$ cat src/rtl/wu_sched_if.sv
// Signal bundle between the weight-update scheduler and the buffers, subtract array and job controller.
// The job controller side uses the master modport; the scheduler uses the slave modport.
interface wu_sched_if #(
  parameter int ADDR_W = 8
);
  logic              start;
  logic [ADDR_W:0]   num_rows;
  logic              pause;
  logic              rd_en;
  logic [ADDR_W-1:0] rd_addr;
  logic              sub_en;
  logic              wr_en;
  logic [ADDR_W-1:0] wr_addr;
  logic              busy;
  logic              done;
  logic [15:0]       perf_cycles;

  modport master (
    output start, num_rows, pause,
    input  rd_en, rd_addr, sub_en, wr_en, wr_addr, busy, done, perf_cycles
  );

  modport slave (
    input  start, num_rows, pause,
    output rd_en, rd_addr, sub_en, wr_en, wr_addr, busy, done, perf_cycles
  );
endinterface

$ cat src/rtl/wu_sched.sv
// Weight-update scheduler: streams buffer rows into a fixed-latency subtract array and writes them back.
// Optional job-duration counter on perf_cycles is enabled by defining WU_SCHED_PERF_EN.
module wu_sched #(
  parameter int dataWidth   = 32,
  parameter int pactivation = 16,
  parameter int ADDR_W      = 8,
  parameter int SUB_LAT     = 11
) (
  input  logic      clk,
  input  logic      rst,
  wu_sched_if.slave bus
);

  if (SUB_LAT < 1 || SUB_LAT > 31 || dataWidth < 1 || pactivation < 1 ||
      $bits(bus.rd_addr) != ADDR_W) begin : g_param_check
    $error("wu_sched: illegal parameter set");
  end

  typedef enum logic [1:0] {IDLE, ISSUE, DRAIN, DONE} state_t;

  localparam logic [ADDR_W:0] ROW_ONE = 1;

  state_t             state;
  logic [ADDR_W:0]    rowCnt;
  logic [ADDR_W:0]    numRowsQ;
  logic               rdEn;
  logic               lastRow;
  logic               subEn;
  logic [ADDR_W-1:0]  subAddr;
  logic [SUB_LAT-1:0] vPipe;
  logic [ADDR_W-1:0]  aPipe [SUB_LAT];
  logic [SUB_LAT-1:0] vRemain;
  logic               pipeEmptyNext;

  assign rdEn    = (state == ISSUE) && !bus.pause;
  assign lastRow = (rowCnt == numRowsQ - ROW_ONE);

  // Valids still in flight after this edge: the top stage leaves as wr_en now.
  assign vRemain       = vPipe << 1;
  assign pipeEmptyNext = !subEn && (vRemain == '0);

  // NOTE: state registers use non-blocking assignments so every block samples pre-edge values.
  always_ff @(posedge clk or negedge rst) begin
    if (!rst) begin
      state    <= IDLE;
      rowCnt   <= '0;
      numRowsQ <= '0;
    end else begin
      case (state)
        IDLE: begin
          if (bus.start) begin
            numRowsQ <= bus.num_rows;
            rowCnt   <= '0;
            state    <= (bus.num_rows == '0) ? DONE : ISSUE;
          end
        end
        ISSUE: begin
          if (!bus.pause) begin
            rowCnt <= rowCnt + ROW_ONE;
            if (lastRow) state <= DRAIN;
          end
        end
        DRAIN: begin
          if (pipeEmptyNext) state <= DONE;
        end
        DONE:    state <= IDLE;
        default: state <= IDLE;
      endcase
    end
  end

  // Shift pipeline mirrors the subtract array; it never stalls, so paused cycles travel as bubbles.
  always_ff @(posedge clk or negedge rst) begin
    if (!rst) begin
      subEn   <= 1'b0;
      subAddr <= '0;
      vPipe   <= '0;
      // NOTE: the address stages are reset too, so no stale address of an aborted job can reappear.
      for (int i = 0; i < SUB_LAT; i++) aPipe[i] <= '0;
    end else begin
      subEn    <= rdEn;
      subAddr  <= rowCnt[ADDR_W-1:0];
      vPipe    <= (vPipe << 1) | SUB_LAT'(subEn);
      aPipe[0] <= subAddr;
      for (int i = 1; i < SUB_LAT; i++) aPipe[i] <= aPipe[i-1];
    end
  end

  assign bus.rd_en   = rdEn;
  assign bus.rd_addr = rowCnt[ADDR_W-1:0];
  assign bus.sub_en  = subEn;
  assign bus.wr_en   = vPipe[SUB_LAT-1];
  assign bus.wr_addr = aPipe[SUB_LAT-1];
  assign bus.busy    = (state != IDLE);
  assign bus.done    = (state == DONE);

`ifdef WU_SCHED_PERF_EN
  logic [15:0] perfCnt;

  // Cleared on accept, counts busy cycles, saturates, and holds through IDLE for readout.
  always_ff @(posedge clk or negedge rst) begin
    if (!rst) begin
      perfCnt <= '0;
    end else if (state == IDLE) begin
      if (bus.start) perfCnt <= '0;
    end else if (perfCnt != 16'hFFFF) begin
      perfCnt <= perfCnt + 16'd1;
    end
  end

  assign bus.perf_cycles = perfCnt;
`else
  assign bus.perf_cycles = '0;
`endif

endmodule

$ cat src/flat_wrapper.sv
// flat-port wrapper written by rule: the top's interface ports become plain ports
module wu_sched_flat 
#(
  parameter int dataWidth   = 32,
  parameter int pactivation = 16,
  parameter int ADDR_W      = 8,
  parameter int SUB_LAT     = 11
)
  (clk, rst, bus_start, bus_num_rows, bus_pause, bus_rd_en, bus_rd_addr, bus_sub_en, bus_wr_en, bus_wr_addr, bus_busy, bus_done, bus_perf_cycles);
  wu_sched_if #(.ADDR_W(ADDR_W)) bus_i ();
  input  logic clk;
  input  logic rst;
  input wire logic [$bits(bus_i.start)-1:0] bus_start;
  input wire logic [$bits(bus_i.num_rows)-1:0] bus_num_rows;
  input wire logic [$bits(bus_i.pause)-1:0] bus_pause;
  output wire logic [$bits(bus_i.rd_en)-1:0] bus_rd_en;
  output wire logic [$bits(bus_i.rd_addr)-1:0] bus_rd_addr;
  output wire logic [$bits(bus_i.sub_en)-1:0] bus_sub_en;
  output wire logic [$bits(bus_i.wr_en)-1:0] bus_wr_en;
  output wire logic [$bits(bus_i.wr_addr)-1:0] bus_wr_addr;
  output wire logic [$bits(bus_i.busy)-1:0] bus_busy;
  output wire logic [$bits(bus_i.done)-1:0] bus_done;
  output wire logic [$bits(bus_i.perf_cycles)-1:0] bus_perf_cycles;
  assign bus_i.start = bus_start;
  assign bus_i.num_rows = bus_num_rows;
  assign bus_i.pause = bus_pause;
  assign bus_rd_en = bus_i.rd_en;
  assign bus_rd_addr = bus_i.rd_addr;
  assign bus_sub_en = bus_i.sub_en;
  assign bus_wr_en = bus_i.wr_en;
  assign bus_wr_addr = bus_i.wr_addr;
  assign bus_busy = bus_i.busy;
  assign bus_done = bus_i.done;
  assign bus_perf_cycles = bus_i.perf_cycles;
  wu_sched #(.dataWidth(dataWidth), .pactivation(pactivation), .ADDR_W(ADDR_W), .SUB_LAT(SUB_LAT)) u_core (.clk(clk), .rst(rst), .bus(bus_i));
endmodule
$ cat config.mk
export PLATFORM = sky130hd
export DESIGN_NAME = wu_sched_flat
export DESIGN_NICKNAME = d
export VERILOG_FILES = /design/src/rtl/wu_sched_if.sv /design/src/rtl/wu_sched.sv /design/src/flat_wrapper.sv
export SDC_FILE = /design/constraint.sdc
export NUM_CORES = 1
export LEC_CHECK = 0
export ABC_AREA = 1
export BUFFER_PORTS_ARGS = -buffer_cell sky130_fd_sc_hd__buf_4
export CORE_MARGIN = 4
export CORE_UTILIZATION = 35
export CTS_BUF_LIST = sky130_fd_sc_hd__clkbuf_8 sky130_fd_sc_hd__clkbuf_16
export DETAILED_ROUTE_END_ITERATION = 8
export GPL_TIMING_DRIVEN = 0
export PLACE_DENSITY = 0.63
export SLEW_MARGIN = 5
export SYNTH_ARGS = -nofsm -noshare
export SYNTH_HDL_FRONTEND = slang
export SYNTH_SLANG_ARGS = --single-unit
$ cat constraint.sdc
create_clock -name clk -period 2.5 [get_ports clk]
set_clock_uncertainty 0.15 [all_clocks]
set_input_delay 0.625 -clock clk [delete_from_list [all_inputs] [get_ports clk]]
set_output_delay 0.625 -clock clk [all_outputs]
set_load 0.1 [all_outputs]
==> flow_summary_export.csv, run 1 <==
group,metric,value,unit
global_route,grt_pass1_wl,11300,um
synth,synth_cells,339,
critical_path,critPathLaunchType,"flop",
synth,ys_top_cells_by_count,"128 x dfrtp_1, 57 x nand2_1, 32 x buf_4, 31 x inv_1, 19 x nand3_1",
synth,yosys_warnings,0,
synth,synth.ff_latch_count,128,
route,top_layer,"met4",
worst_hold_path,whs_path_depth,0,
timing,fmax,421,MHz
timing,fin_crit,2.37,ns
timing,finalSetupTns,0,ns
layout,diodes,0,
route,wl_per_cell,11.2,um
worst_hold_path,holdPathEnd,"u_core.aPipe[17]",
timing,hold_viol,0,
synth,synth_edf_count,0,
layout,num-fill-cells,1096,
critical_path,critical-path-slowest-cell,"dfrtp_1",
route,dr.pass1.iters,4,
floorplanning,start_util,35.9,%
floorplanning,die-area,14200,um2
critical_path,crit_arrival,1.60,ns
synth,synth.most_common_cell,"dfrtp_1",
timing,slew_viol_final,0,
clock_tree,clock-sinks,128,
placed_design,globalplace.congestion,0.819,
route,wl,6620,um
floorplanning,fp.coreArea,12100,um2
synth,ys_types,30,
placed_design,dp_hpwl,4350,um
flow_run,maxCapViolations,0,
layout,register_area,3200,um2
critical_path,rr_endpoint,"u_core.rowCnt[6]",
route,wl_met1,2860,um
route,remaining_drc_errors,0,
placed_design,dp_cells,556,
timing,whs,0.190,ns
power_and_ir_drop,power.leakage,2.90,nW
floorplanning,ios,50,
critical_path,reg2reg_slack,0.33,ns
timing,finalSetupViolations,0,
clock_tree,clkTransAtPathRegs,0.06,ns
clock_tree,htree_levels,4,
synth,synthFlopType,"dfrtp_1",
synth,yosysTopAreaCellShare,74.1,%
clock_tree,cts_buffer_depth,2,
critical_path,cp-end-kind,"output pin",
critical_path,cp_num_buf_inv,3,
critical_path,crit_family,"flip-flops",
worst_hold_path,hp-class,"reg2reg",
floorplanning,die_h,119,um
timing,tightest_slew,0.499,ns
layout,area_delta_synth_final,27.4,%
critical_path,worstReg2RegStart,"u_core.state[0]",
layout,final_nets,427,
route,vias,2367,
layout,layout-drive-gt1-share,26.1,%
clock_tree,cts_buffers,17,
clock_tree,cts_root_buffer,"clkbuf_16",
clock_tree,cts_tree,"done",
synth,mappedNetlistArea,4320,um2
global_route,overflow,0,
outcome,status,"completed",
layout,finalNonFillerCells,589,
power_and_ir_drop,ir_drop,990,uV
clock_tree,worst_skew_pair.late_latency,0.40,ns
layout,multiInputGateArea,823,um2
power_and_ir_drop,power_density,1270,nW/um2
critical_path,crit_type,"reg2out",
synth,seq_area_frac_synth,74.1,%
timing,grt_setup_unrepaired,"no",
critical_path,reg2regPathDepth,11,
synth,avgSynthCellArea,12.8,um2
floorplanning,rows,40,
route,postRouteAntennaNets,0,
floorplanning,die_width,119,um
worst_hold_path,min_from,"u_core.aPipe[25]",
global_route,grt_max_degree,90,
timing,fin_crit_sh,94.9,%
route,wl_met3,391,um
route,drt-initial-drc-count,157,
placed_design,io_buffers,33,
global_route,grtUsageTotal,10.4,%
layout,postLayoutCellArea,5510,um2
route,vias_per_cell,4.02,
critical_path,crit_fanout,5,
global_route,antenna_found_initial,0,
timing,max-slew-margin-rel,66.3,%
synth,synth.largest_area_cell,"dfrtp_1",
critical_path,cp_data_required_time,1.73,ns
critical_path,crit_chain,"inv_1 > ha_1 > inv_2 > buf_6",
placed_design,placed_cell_area,4870,um2
global_route,first_global_vias,2459,
synth,synthArstFlopShare,100,%
critical_path,max_stage_delay,0.46,ns
synth,ys_top_cells_by_area,"dfrtp_1 74%, buf_4 5.6%, nand2_1 4.9%, inv_1 2.7%, nand3_1 2.2%",
clock_tree,cts_setup_buffers,0,
route,route.met2.wl,3170,um
-- per-layer routing --
layer,up-vias,GRT usage (%)
li1,1159,-
met1,1119,12.0
met2,70,15.8
met3,19,4.61
met4,0,6.81
met5,-,0
-- cell usage in the layout, fill, tap and decap left out, types with 2 or more instances in the layout --
cell type,netlist,routed
nand4_1,2,2
buf_6,0,2
nor2_1,17,16
nor2_2,1,2
inv_1,31,32
ha_1,6,5
inv_6,0,3
nand2_2,2,2
dfrtp_1,128,128
clkbuf_16,0,17
clkinvlp_4,0,3
nand3_1,19,19
nor3_1,4,4
buf_4,32,62
nand2_1,57,57
bufinv_16,0,2
a21oi_1,4,4
nor4_1,2,2
conb_1,1,16
xor2_1,5,5
clkbuf_8,0,3
clkinv_2,0,2
o21ai_1,3,3
o21ai_0,12,12
-- worst max path at each step --
stage	start	endpoint	slack, ns	cells after the start
2_1_floorplan	u_core.state[1]	bus_rd_en	0.10	4
3_3_place_gp	rst	u_core.rowCnt[4]	0.38	1
3_5_place_dp	u_core.state[1]	bus_rd_en	0.37	5
4_1_cts	u_core.state[1]	bus_rd_en	0.04	5
5_1_grt	u_core.state[0]	bus_busy	0.01	4
6_report	u_core.state[0]	bus_busy	0.13	4
-- where the power goes --
| part | switching (W) | leakage, nW | internal [W] |
|---|---|---|---|
| Sequential | 0.000243 | 1.71 | 0.00253 |
| Combinational | 0.00131 | 0.898 | 0.000523 |
| Clock | 0.000862 | 0.291 | 0.00155 |
| Total | 0.00241 | 2.90 | 0.00460 |
-- cell type report --
| class | instances | share of cell area, % |
|---|---|---|
| Buffer | 34 | 4.52 |
| Clock buffer | 20 | 8.47 |
| Clock inverter | 12 | 2.38 |
| Multi-Input combinational cell | 160 | 14.9 |
| Timing Repair Buffer | 35 | 5.54 |
| Sequential cell | 128 | 58.1 |
| Inverter | 32 | 2.18 |
| Tap cell | 168 | 3.82 |
-- worst register-to-register path, cell delays in order (launching register included) --
cell and delay (ns):
dfrtp_1 0.46, inv_1 0.10, ha_1 0.29, inv_2 0.11, o21a_4 0.15, o21ai_2 0.13, nor3_2 0.24, nand3_2 0.11
inv_1 0.09, nand3_1 0.07, nand2_1 0.09, nor2_1 0.04
-- flip-flops by register name, summed over array words and instances, names as in the netlist --
name	flops
u_core.subAddr	8
u_core.aPipe	80
u_core.rowCnt	9
u_core.bus.sub_en	1
u_core.vPipe	11
u_core.state	2
u_core.numRowsQ	9
u_core.bus.wr_addr	8
-- cells by family (layout without fill, tap and decap cells) --
family / Yosys count / after routing / synth area share (%)
DFF: 128 / 128 / 74.1
xor gates and xnor gates: 5 / 5 / 1.01
other: 1 / 16 / 0.0867
and+or+nand+nor: 109 / 109 / 11.3
adders and majority gates: 6 / 6 / 1.74
AOI/OAI and AO/OA: 24 / 24 / 3.30
buffers and inverters: 66 / 133 / 8.54
-- through the flow --
stage               power [W]  setup WS [ns]  utilization [%]
global route          0.00741         0.0146             45.7
CTS                   0.00708         0.0416             45.5
floorplan             0.00418          0.100                -
finish                0.00702          0.127             45.7
detailed placement    0.00461          0.368             40.4
global placement      0.00454          0.378             40.1
-- what timing repair did --
item	CTS	global route
endpoints found under the setup margin	1	1
endpoints found under the hold margin	39	0
hold buffers	1	0
gates resized for setup	2	4
No activity file was read; power rests on OpenSTA's default activity.
==> inputs of run 2 (changes only) <==
CELL_PAD_IN_SITES_DETAIL_PLACEMENT = 1   (was default)
CELL_PAD_IN_SITES_GLOBAL_PLACEMENT = 2   (was default)
CORE_MARGIN = 3   (was 4)
PLACE_DENSITY = 0.82   (was 0.63)
==> run 2 against run 1 <==
Compared with the run above: cell count shrank 0.68%; flip-flop and latch count is the same; non-clock buffer count did not move; clock power up 2%; utilization is 1.0 points higher; first-iteration DRC count fell by 20%; combinational power about the same; setup slack got worse by 0.044 ns; worst hold slack improved by 0.00071 ns; sequential power is essentially flat; final area decreased by 0.27%; die area shrank 3.3%; critical endpoint unchanged; largest cell class unchanged.
==> flow_summary_export.csv, run 2 (synthesis gave the netlist of run 1 again) <==
group,metric,value,unit
power_and_ir_drop,ir_drop,508,uV
layout,multiInputGateArea,823,um2
power_and_ir_drop,power_density,1290,nW/um2
global_route,grt_pass1_wl,13000,um
route,wl_per_cell,12.9,um
timing,finalSetupViolations,0,
timing,grt_setup_unrepaired,"no",
layout,diodes,0,
floorplanning,die_h,117,um
critical_path,critical-path-slowest-cell,"dfrtp_1",
critical_path,crit_type,"reg2out",
power_and_ir_drop,power.leakage,2.90,nW
placed_design,io_buffers,33,
power_and_ir_drop,comb_power_share,25.7,%
layout,register_area,3200,um2
route,drt-initial-drc-count,126,
clock_tree,worst_skew_pair.late_latency,0.41,ns
clock_tree,cts_tree,"done",
layout,num-fill-cells,1262,
clock_tree,cts_buffers,17,
layout,area_delta_synth_final,27.1,%
route,postRouteAntennaNets,0,
critical_path,critPathLaunchType,"flop",
placed_design,dp_hpwl,4830,um
timing,finalSetupTns,0,ns
placed_design,globalplace.congestion,0.835,
timing,whs,0.191,ns
floorplanning,fp.coreArea,11800,um2
outcome,status,"completed",
layout,mostFrequentLayoutCells,"128 x dfrtp_1, 63 x buf_4, 57 x nand2_1, 31 x inv_1, 19 x nand3_1",
power_and_ir_drop,switchingPower,0.00253,W
global_route,overflow,0,
clock_tree,cts_buffer_depth,2,
layout,largest_register_ffs,80,
timing,hold_viol,0,
critical_path,cp-end-kind,"output pin",
route,remaining_drc_errors,0,
route,vias_per_cell,4.18,
critical_path,crit_fanout,5,
worst_hold_path,hp-class,"reg2reg",
critical_path,cp_data_required_time,1.73,ns
flow_run,maxCapViolations,0,
critical_path,crit_arrival,1.64,ns
global_route,first_global_vias,2638,
layout,final_common_cell,"dfrtp_1",
critical_path,max_stage_delay,0.44,ns
global_route,grtUsageTotal,12.9,%
layout,layout-drive-gt1-share,26.4,%
clock_tree,cts_setup_buffers,0,
timing,fmax,414,MHz
floorplanning,die-area,13700,um2
timing,slew_viol_final,0,
power_and_ir_drop,p_int,0.00454,W
layout,final_nets,427,
clock_tree,htree_levels,4,
timing,fin_crit_sh,96.7,%
floorplanning,rows,39,
clock_tree,cts_root_buffer,"clkbuf_16",
global_route,antenna_found_initial,0,
floorplanning,start_util,36.8,%
power_and_ir_drop,power,0.00707,W
power_and_ir_drop,seq_power_share,39.6,%
floorplanning,die_width,117,um
layout,reg_top3,"u_core.aPipe: 80 flops, u_core.vPipe: 11 flops",
route,vias,2444,
clock_tree,clock-sinks,128,
global_route,grt_max_degree,91,
power_and_ir_drop,switching_share,35.8,%
timing,fin_crit,2.42,ns
power_and_ir_drop,pwr-share-clk,34.7,%
clock_tree,clkTransAtPathRegs,0.06,ns
critical_path,crit_chain,"inv_1 > ha_1 > inv_2 > buf_4",
layout,top_register,"u_core.aPipe",
floorplanning,ios,50,
route,dr.pass1.iters,4,
route,wl,7560,um
==> run 2: changes by cell type in the layout (fill, tap and decap cells not counted), moves of 2 or more <==
cell        change
inv_6           +4
clkbuf_8        -3
clkinv_4        +2
clkinvlp_4      -2
==> run 2: final cells by class <==
type                            count  share of cell area, %
Sequential cell                   128                   58.3
Multi-Input combinational cell    160                   15.0
Clock buffer                       17                   7.74
Timing Repair Buffer               35                   5.40
Buffer                             34                   4.53
Tap cell                          164                   3.73
Clock inverter                     15                   3.12
Inverter                           32                   2.19
==> run 2: power by group through the flow <==
stage	sequential, W	clock, W	combinational [W]
after floorplan	0.00280	0	0.00138
after global placement	0.00280	0	0.00177
after detailed placement	0.00283	0	0.00180
after CTS	0.00281	0.00252	0.00183
after global routing	0.00287	0.00265	0.00201
final	0.00280	0.00245	0.00182
==> run 2: timing repair <==
item	4_1_cts	5_1_grt
pin swaps	0	0
setup endpoints to repair	1	1
gates resized for setup	2	2
hold buffers	1	0
hold endpoints to repair	38	0
==> run 2: routing by layer <==
layer	global-route usage, %	vias up	share of wire, %
met2	20.7	58	50
met3	4.63	13	4.8
met5	0	-	0
met4	6.50	0	1.8
li1	-	1161	-
met1	15.3	1212	43
==> run 2: stage by stage <==
stage               instance area, um2  util, %  setup WS [ns]  std cells
floorplan                         4380        -          0.100        354
global placement                  4840     41.1          0.360        551
detailed placement                4870     41.4          0.380        552
CTS                               5480     46.6         0.0608        585
global route                      5490     46.7         0.0181        585
finish                            5490     46.7         0.0828        585
==> run 2: path summary, 6_finish.rpt <==
kind | from | slack (ns) | cells past startpoint | to
max | u_core.state[0] | 0.08 | 4 | bus_busy
min | u_core.aPipe[81] | 0.19 | 0 | u_core.aPipe[73]
max reg2reg | u_core.state[0] | 0.35 | 11 | u_core.rowCnt[6]
min reg2reg | u_core.aPipe[81] | 0.19 | 0 | u_core.aPipe[73]
max in group asynchronous | rst | 0.94 | 3 | u_core.aPipe[74]
min in group asynchronous | rst | 0.54 | 2 | u_core.aPipe[40]
==> run 2: worst max-delay path, delay by kind of cell, from the launching register on <==
family / cells / cell delay (ns)
DFF: 1 / 0.44
buffers and inverters: 3 / 0.50
adders and majority gates: 1 / 0.29
